`src/rtl/stq_commit_sequencer.sv`:
```
// Store-queue commit sequencer: drains retired head stores to the data memory
// write port, pulses the order-failure searcher, and requests a load-queue flush
// naming the oldest failing load when the searcher reports a violation.
module stq_commit_sequencer #(
  parameter int XLEN     = 32,
  parameter int LDQ_SIZE = 32,
  parameter int STQ_SIZE = 32
) (
  input  logic                        clk,
  input  logic                        reset_n,
  input  logic [$clog2(STQ_SIZE)-1:0] stq_head,
  input  logic                        stq_head_valid,
  input  logic                        stq_head_retired,
  input  logic [XLEN-1:0]             stq_head_address,
  input  logic [XLEN-1:0]             stq_head_data,
  output logic                        stq_pop,
  output logic                        mem_wr_valid,
  input  logic                        mem_wr_ready,
  output logic [XLEN-1:0]             mem_wr_addr,
  output logic [XLEN-1:0]             mem_wr_data,
  output logic                        stq_commit,
  output logic [$clog2(STQ_SIZE)-1:0] stq_commit_index,
  input  logic [LDQ_SIZE-1:0]         order_failures,
  input  logic [$clog2(LDQ_SIZE)-1:0] ldq_head,
  output logic                        ldq_flush_valid,
  output logic [$clog2(LDQ_SIZE)-1:0] ldq_flush_index,
  input  logic                        ldq_flush_ack,
  output logic                        busy,
  output logic [15:0]                 order_failure_count
);

  localparam int SW = $clog2(STQ_SIZE);
  localparam int LW = $clog2(LDQ_SIZE);
  localparam int unsigned LDQ_N = LDQ_SIZE;

  typedef enum logic [1:0] {IDLE, WRITE, CHECK, FLUSH} state_t;

  state_t          r_state;
  state_t          w_next;
  logic [SW-1:0]   r_idx;
  logic [XLEN-1:0] r_addr;
  logic [XLEN-1:0] r_data;
  logic [LW-1:0]   r_flush_idx;
  logic [15:0]     r_fail_cnt;
  logic [LW-1:0]   w_best_idx;
  logic [LW-1:0]   w_best_dist;
  logic            w_found;
  logic            w_any_fail;

  assign w_any_fail = |order_failures;

  // Oldest failing load: smallest age distance (i - ldq_head) with natural LW-bit wrap.
  always_comb begin
    w_found     = 1'b0;
    w_best_idx  = '0;
    w_best_dist = '1;
    for (int unsigned i = 0; i < LDQ_N; i++) begin
      logic [LW-1:0] v_dist;
      v_dist = LW'(i) - ldq_head;
      if (order_failures[i] && (!w_found || (v_dist < w_best_dist))) begin
        w_found     = 1'b1;
        w_best_dist = v_dist;
        w_best_idx  = LW'(i);
      end
    end
  end

  // State register, head latches, flush index and saturating failure counter.
  always_ff @(posedge clk or negedge reset_n) begin
    if (!reset_n) begin
      r_state     <= IDLE;
      r_idx       <= '0;
      r_addr      <= '0;
      r_data      <= '0;
      r_flush_idx <= '0;
      r_fail_cnt  <= '0;
    end else begin
      r_state <= w_next;
      if ((r_state == IDLE) && stq_head_valid && stq_head_retired) begin
        r_idx  <= stq_head;
        r_addr <= stq_head_address;
        r_data <= stq_head_data;
      end
      if ((r_state == CHECK) && w_any_fail) begin
        r_flush_idx <= w_best_idx;
        if (r_fail_cnt != '1) r_fail_cnt <= r_fail_cnt + 16'd1;
      end
    end
  end

  // Next-state and state-decoded outputs.
  always_comb begin
    w_next          = r_state;
    mem_wr_valid    = 1'b0;
    stq_commit      = 1'b0;
    stq_pop         = 1'b0;
    ldq_flush_valid = 1'b0;
    case (r_state)
      IDLE:  if (stq_head_valid && stq_head_retired) w_next = WRITE;
      WRITE: begin
        mem_wr_valid = 1'b1;
        if (mem_wr_ready) w_next = CHECK;
      end
      CHECK: begin
        stq_commit = 1'b1;
        stq_pop    = 1'b1;
        w_next     = w_any_fail ? FLUSH : IDLE;
      end
      FLUSH: begin
        ldq_flush_valid = 1'b1;
        if (ldq_flush_ack) w_next = IDLE;
      end
      default: w_next = IDLE;
    endcase
  end

  assign mem_wr_addr         = r_addr;
  assign mem_wr_data         = r_data;
  assign stq_commit_index    = r_idx;
  assign ldq_flush_index     = r_flush_idx;
  assign busy                = (r_state != IDLE);
  assign order_failure_count = r_fail_cnt;

endmodule

```
`config.mk`:
```
export PLATFORM = sky130hd
export DESIGN_NAME = stq_commit_sequencer
export DESIGN_NICKNAME = d
export VERILOG_FILES = /design/src/rtl/stq_commit_sequencer.sv
export SDC_FILE = /design/constraint.sdc
export NUM_CORES = 1
export LEC_CHECK = 0
export CORE_MARGIN = 3
export CORE_UTILIZATION = 50
export CTS_BUF_LIST = sky130_fd_sc_hd__clkbuf_8
export CTS_CLUSTER_SIZE = 20
export DETAILED_ROUTE_END_ITERATION = 12
export PLACE_DENSITY_LB_ADDON = 0.1
export SKIP_LAST_GASP = 1
export SYNTH_ARGS = -nofsm -noshare
export SYNTH_HDL_FRONTEND = slang
export SYNTH_SLANG_ARGS = --single-unit
```
`constraint.sdc`:
```
create_clock -name clk -period 4.8 [get_ports clk]
set_input_delay 0.48 -clock clk [delete_from_list [all_inputs] [get_ports clk]]
set_output_delay 0.48 -clock clk [all_outputs]
set_load 0.005 [all_outputs]
```
==> flow_summary.yaml, run 1 <==
global_route:
  globalRouteTotalUtil_pct: 108
  globalRoute.totalOverflow: 3042
  grt_max_degree: 51
placement:
  placed_cells: 2379
  port-buffer-count: 206
  globalplace.congestion: 1.02
  place.detailed.hpwl_um: 40000
logic_synthesis:
  post_synth_inst_count: 1395
  number_of_synthesized_flops_with_an_enable_pin: 0
  yosys_register_bits: 92
  proportion_of_synthesized_flip_flops_having_asynchronous_set_or_reset_pct: 100
  synth_top_area_share_pct: 19.5
  synth_top_area_cell: "sky130_fd_sc_hd__dfrtp_1"
  synth.top_cells.by_count: "134 x sky130_fd_sc_hd__ha_1, 109 x sky130_fd_sc_hd__nand2_1, 92 x sky130_fd_sc_hd__dfrtp_1"
  synthesis.area_per_instance_um2: 8.45
  register_area_share_after_synthesis_pct: 19.5
  yosys_warnings: 0
  synth.area.top_cells: "sky130_fd_sc_hd__dfrtp_1 20%, sky130_fd_sc_hd__ha_1 14%, sky130_fd_sc_hd__mux2_2 8.0%"
  cell_area_after_technology_mapping_um2: 11800
  post-synth-top-count-cell: "sky130_fd_sc_hd__ha_1"
  ys.flop_type: "sky130_fd_sc_hd__dfrtp_1"
  synthesis.nets: 1641
  yosys.cell_types.count: 109
clock_network:
  cts.path.max_buffers: 2
  cts.root.buffer_cell: "sky130_fd_sc_hd__clkbuf_8"
  cts_made_buffers: 9
  cts_htree_levels: 3
  clock_sink_count: 92
outcome:
  first-error: "[ERROR GRT-0232] Routing congestion too high. Check the congestion heatmap in the GUI."
  stage_where_the_run_ended: "global routing (5_1_grt)"
  run_status: "aborted with a tool error"
die:
  row_count: 55
  ioPinCount: 207
  dieWidth_um: 160
  start_util_pct: 51.4
  die_height_um: 160
sta:
  worstEndpointGrtRepair: "ldq_flush_index[2]$_DFFE_PN0P_/D"
  worst-endpoint-pin-kind: "register data pin"
==> metal layers <==
layer	GRT usage, %	GRT overflow
met5	58.0	5
met4	119	628
met3	85.4	33
met2	143	2317
met1	93.7	59
==> through the flow <==
stage               util [%]  cell area [um^2]  setup slack (ns)  TNS, ns
global placement        81.9             18800            -46.57  -269.66
floorplan                  -             12800            -45.20  -225.85
detailed placement      81.9             18800            -47.80  -277.55
CTS                     92.3             21200            -45.02  -253.76
==> logic make-up after synthesis <==
kind of cell | count (synthesis) | share of synthesized area [%]
xor gates and xnor gates | 36 | 2.68
DFF | 92 | 19.5
muxes | 91 | 8.62
adders and majority gates | 134 | 14.2
and+or+nand+nor | 417 | 18.1
buffers and inverters | 106 | 3.99
AOI/OAI and AO/OA | 519 | 32.9
==> repair_timing <==
action | CTS
resized for setup | 234
setup buffers | 150
pin swaps | 199
hold buffers | 0
endpoints found under the setup margin | 23
==> run 2: changes to the inputs <==
--- a/config.mk
+++ b/config.mk
@@ -6,11 +6,9 @@
 export NUM_CORES = 1
 export LEC_CHECK = 0
 export CORE_MARGIN = 3
-export CORE_UTILIZATION = 50
-export CTS_BUF_LIST = sky130_fd_sc_hd__clkbuf_8
-export CTS_CLUSTER_SIZE = 20
+export CORE_UTILIZATION = 35
 export DETAILED_ROUTE_END_ITERATION = 12
-export PLACE_DENSITY_LB_ADDON = 0.1
+export PLACE_DENSITY_LB_ADDON = 0.15
 export SKIP_LAST_GASP = 1
 export SYNTH_ARGS = -nofsm -noshare
 export SYNTH_HDL_FRONTEND = slang
==> flow_summary.yaml, run 2 <==
outcome:
  run_status: "complete, but fails checks"
  failing_checks: "setup timing"
logic_synthesis:
  ys.flop_type: "sky130_fd_sc_hd__dfrtp_1"
  yosys_warnings: 0
  synth-xor-area-share_pct: 2.68
  cell_area_after_technology_mapping_um2: 11800
  synth_top_area_share_pct: 19.5
  synthAdderAreaFrac_pct: 14.2
  number_of_synthesized_flops_with_an_enable_pin: 0
  synth_compound_gate_area_share_pct: 32.9
  yosys_register_bits: 92
  register_area_share_after_synthesis_pct: 19.5
  proportion_of_synthesized_flip_flops_having_asynchronous_set_or_reset_pct: 100
  post_synth_inst_count: 1395
  yosys.cell_types.count: 109
  synthesis.area_per_instance_um2: 8.45
  synth_top_area_cell: "sky130_fd_sc_hd__dfrtp_1"
  synth.area.top_cells: "sky130_fd_sc_hd__dfrtp_1 20%, sky130_fd_sc_hd__ha_1 14%, sky130_fd_sc_hd__mux2_2 8.0%"
  main_combinational_cell_family_by_area_after_synthesis: "compound AO/OA/AOI/OAI gates"
  synth-simple-area-share_pct: 18.1
  synth.top_cells.by_count: "134 x sky130_fd_sc_hd__ha_1, 109 x sky130_fd_sc_hd__nand2_1, 92 x sky130_fd_sc_hd__dfrtp_1"
  synth.area.mux_share_pct: 8.62
  synthesis.nets: 1641
  post-synth-top-count-cell: "sky130_fd_sc_hd__ha_1"
final_layout:
  layout_commonest_cell: "sky130_fd_sc_hd__buf_4"
  fillers: 2585
  final_net_count: 2550
  layout_common_cells: "712 x sky130_fd_sc_hd__buf_4, 200 x sky130_fd_sc_hd__clkdlybuf4s50_1, 92 x sky130_fd_sc_hd__dfrtp_1"
  drive_gt1_share_pct: 53.9
  antenna_cells_inserted: 0
  areaGrowthSynthToFinish_pct: 90.2
sta:
  setup_repair_after_global_routing_missed_its_margin: "true"
  finalSetupTns_ns: -261.04
  slew_viol_final: 0
  post_layout_min_period_ns: 51.40
  achievable-frequency_mhz: 19.5
  post-route-period-util_pct: 1070
  post-route-worst-setup-slack_ns: -46.60
  finalHoldViolCount: 0
  slew_headroom_pct: 43.5
  transition_at_the_pin_with_the_smallest_max_transition_slack_ns: 0.848
  report.final.setup_viol: 23
  worst_clock_skew_ns: 0.00906
critical_path:
  reg2reg_depth: 8
  crit-reg2reg-launch: "order_failure_count[8]"
  critPathLaunchType: "primary input"
  timing.critical_path.mode_cell: "sky130_fd_sc_hd__a21o_1"
  setup.worst_path.class: "in2reg"
  cpMaxStageDelayCell: "sky130_fd_sc_hd__o31ai_4"
  worst_ep_arrival_time_ns: 51.67
  timing.critical_path.to_type: "flip-flop"
  timing.critical_path.slowest_cell_delay_ns: 0.44
  worst-endpoint-required_ns: 5.06
  critical_path.max_fanout: 8
  worstSetupEndpoint: "ldq_flush_index[0]"
  rrSetupSlack_ns: 2.61
  path_buf_inv: 41
  timing.rr.end: "order_failure_count[11]"
  critical_path_cell_count: 300
  critPathLaunch: "ldq_head[2]"
  worst_path_dominant_cell_family: "compound AO/OA/AOI/OAI gates"
drt:
  dr.pass1.iters: 5
  detail_route.wirelength_um: 56500
  route.met2.wl_um: 27300
  route.vias.total: 15700
  route.detailed.drc: 0
  dr.first_iter.drc_count: 872
  number_of_vias_per_cell_after_detailed_routing: 5.70
  drt-wirelength-per-cell_um: 20.5
  met3WireLength_um: 4110
  wire_length_on_met1_um: 22900
  postRouteAntennaNets: 0
  top_signal_layer_used: "met5"
clock_network:
  path_clk_slew_ns: 0.07
  clock_sink_count: 92
  worstSkewPairLatency_ns: 0.34
  cts_htree_levels: 3
  cts.path.max_buffers: 2
  cts.hold.buffers_added: 0
  cts.root.buffer_cell: "sky130_fd_sc_hd__clkbuf_16"
  cts_tree: "yes"
  cts_made_buffers: 9
global_route:
  globalRouteTotalUtil_pct: 28.6
  first_pass_grt_wire_length_um: 82900
  number_of_global_route_vias_before_repair: 15500
  number_of_antenna_violations_at_the_first_check_in_global_routing: 1
  globalRoute.totalOverflow: 0
  grt_max_degree: 70
min_path:
  hp-class: "in2async"
placement:
  place.detailed.hpwl_um: 40500
  globalplace.congestion: 0.923
  port-buffer-count: 206
die:
  dieWidth_um: 189
  design.core.area_um2: 32900
  floorplan.die_area_um2: 35900
  die_height_um: 189
  start_util_pct: 35.8
  ioPinCount: 207
  row_count: 66
job:
  timing.max_cap.violations: 0
[run 2: cell counts after synthesis]
No cell type changed its count.
[run 2: worst register-to-register path, cell delays in order (launching register included)]
cell,delay (ns)
sky130_fd_sc_hd__dfrtp_1,0.44
sky130_fd_sc_hd__and3_1,0.24
sky130_fd_sc_hd__and3_1,0.21
sky130_fd_sc_hd__and3_1,0.21
sky130_fd_sc_hd__a31oi_1,0.22
sky130_fd_sc_hd__and3_1,0.24
sky130_fd_sc_hd__and2_1,0.20
sky130_fd_sc_hd__nand3_1,0.11
sky130_fd_sc_hd__xnor2_1,0.22
[run 2: cells by family (layout without fill, tap and decap cells)]
family / after synthesis / after routing
AOI/OAI and AO/OA: 519 / 519
xor gates and xnor gates: 36 / 36
adders and majority gates: 134 / 134
buffers and inverters: 106 / 1020
DFF: 92 / 92
muxes: 91 / 91
and+or+nand+nor: 417 / 417
[run 2: how the worst min path moves through the flow]
| stage | slack (ns) | start | depth (start not counted) | end |
|---|---|---|---|---|
| 2_1_floorplan | 0.18 | reset_n | 0 | ldq_flush_index[0] |
| 3_3_place_gp | 0.48 | order_failure_count[11] | 1 | order_failure_count[11] |
| 3_5_place_dp | 0.49 | order_failure_count[4] | 1 | order_failure_count[4] |
| 4_1_cts | 0.14 | reset_n | 1 | mem_wr_addr[4] |
| 5_1_grt | 0.15 | reset_n | 1 | mem_wr_addr[4] |
| 6_report | 0.12 | reset_n | 1 | mem_wr_addr[4] |
[run 2: stage by stage]
stage / cells / setup WS [ns] / area (um^2) / util (%) / hold WS (ns)
global placement: 2529 / -46.77 / 19100 / 58.1 / 0.481
floorplan: 1395 / -45.20 / 12800 / - / 0.184
CTS: 2678 / -45.18 / 20900 / 63.7 / 0.137
finish: 2751 / -46.60 / 22400 / 68.2 / 0.116
global route: 2751 / -48.96 / 22400 / 68.2 / 0.150
detailed placement: 2529 / -47.76 / 19100 / 58.1 / 0.487
[run 2: timing repair]
item | CTS | global route
pin swaps | 143 | 200
buffers inserted | 133 | 75
setup endpoints to repair | 23 | 23
gates resized for setup | 122 | 184
[run 2: layer usage]
metal  vias to the layer above  GRT usage (%)
met5                         -              0
met3                       156           5.57
met2                       622           49.8
met1                      7710           35.5
li1                       7191              -
met4                         2           9.16
[run 2: area by class of cell]
class	instances	area [um^2]	area share, %
multi-input combinational	1197	11300	50.2
tap	442	553	2.47
inverter	55	218	0.972
sequential	92	2300	10.3
clock buffer	9	225	1.01
timing repair buffer	949	7760	34.6
clock inverter	7	91.3	0.408
Power of run 2 is not shown: default switching activity piles up to over one toggle a cycle in this logic, so the estimate is an artifact.
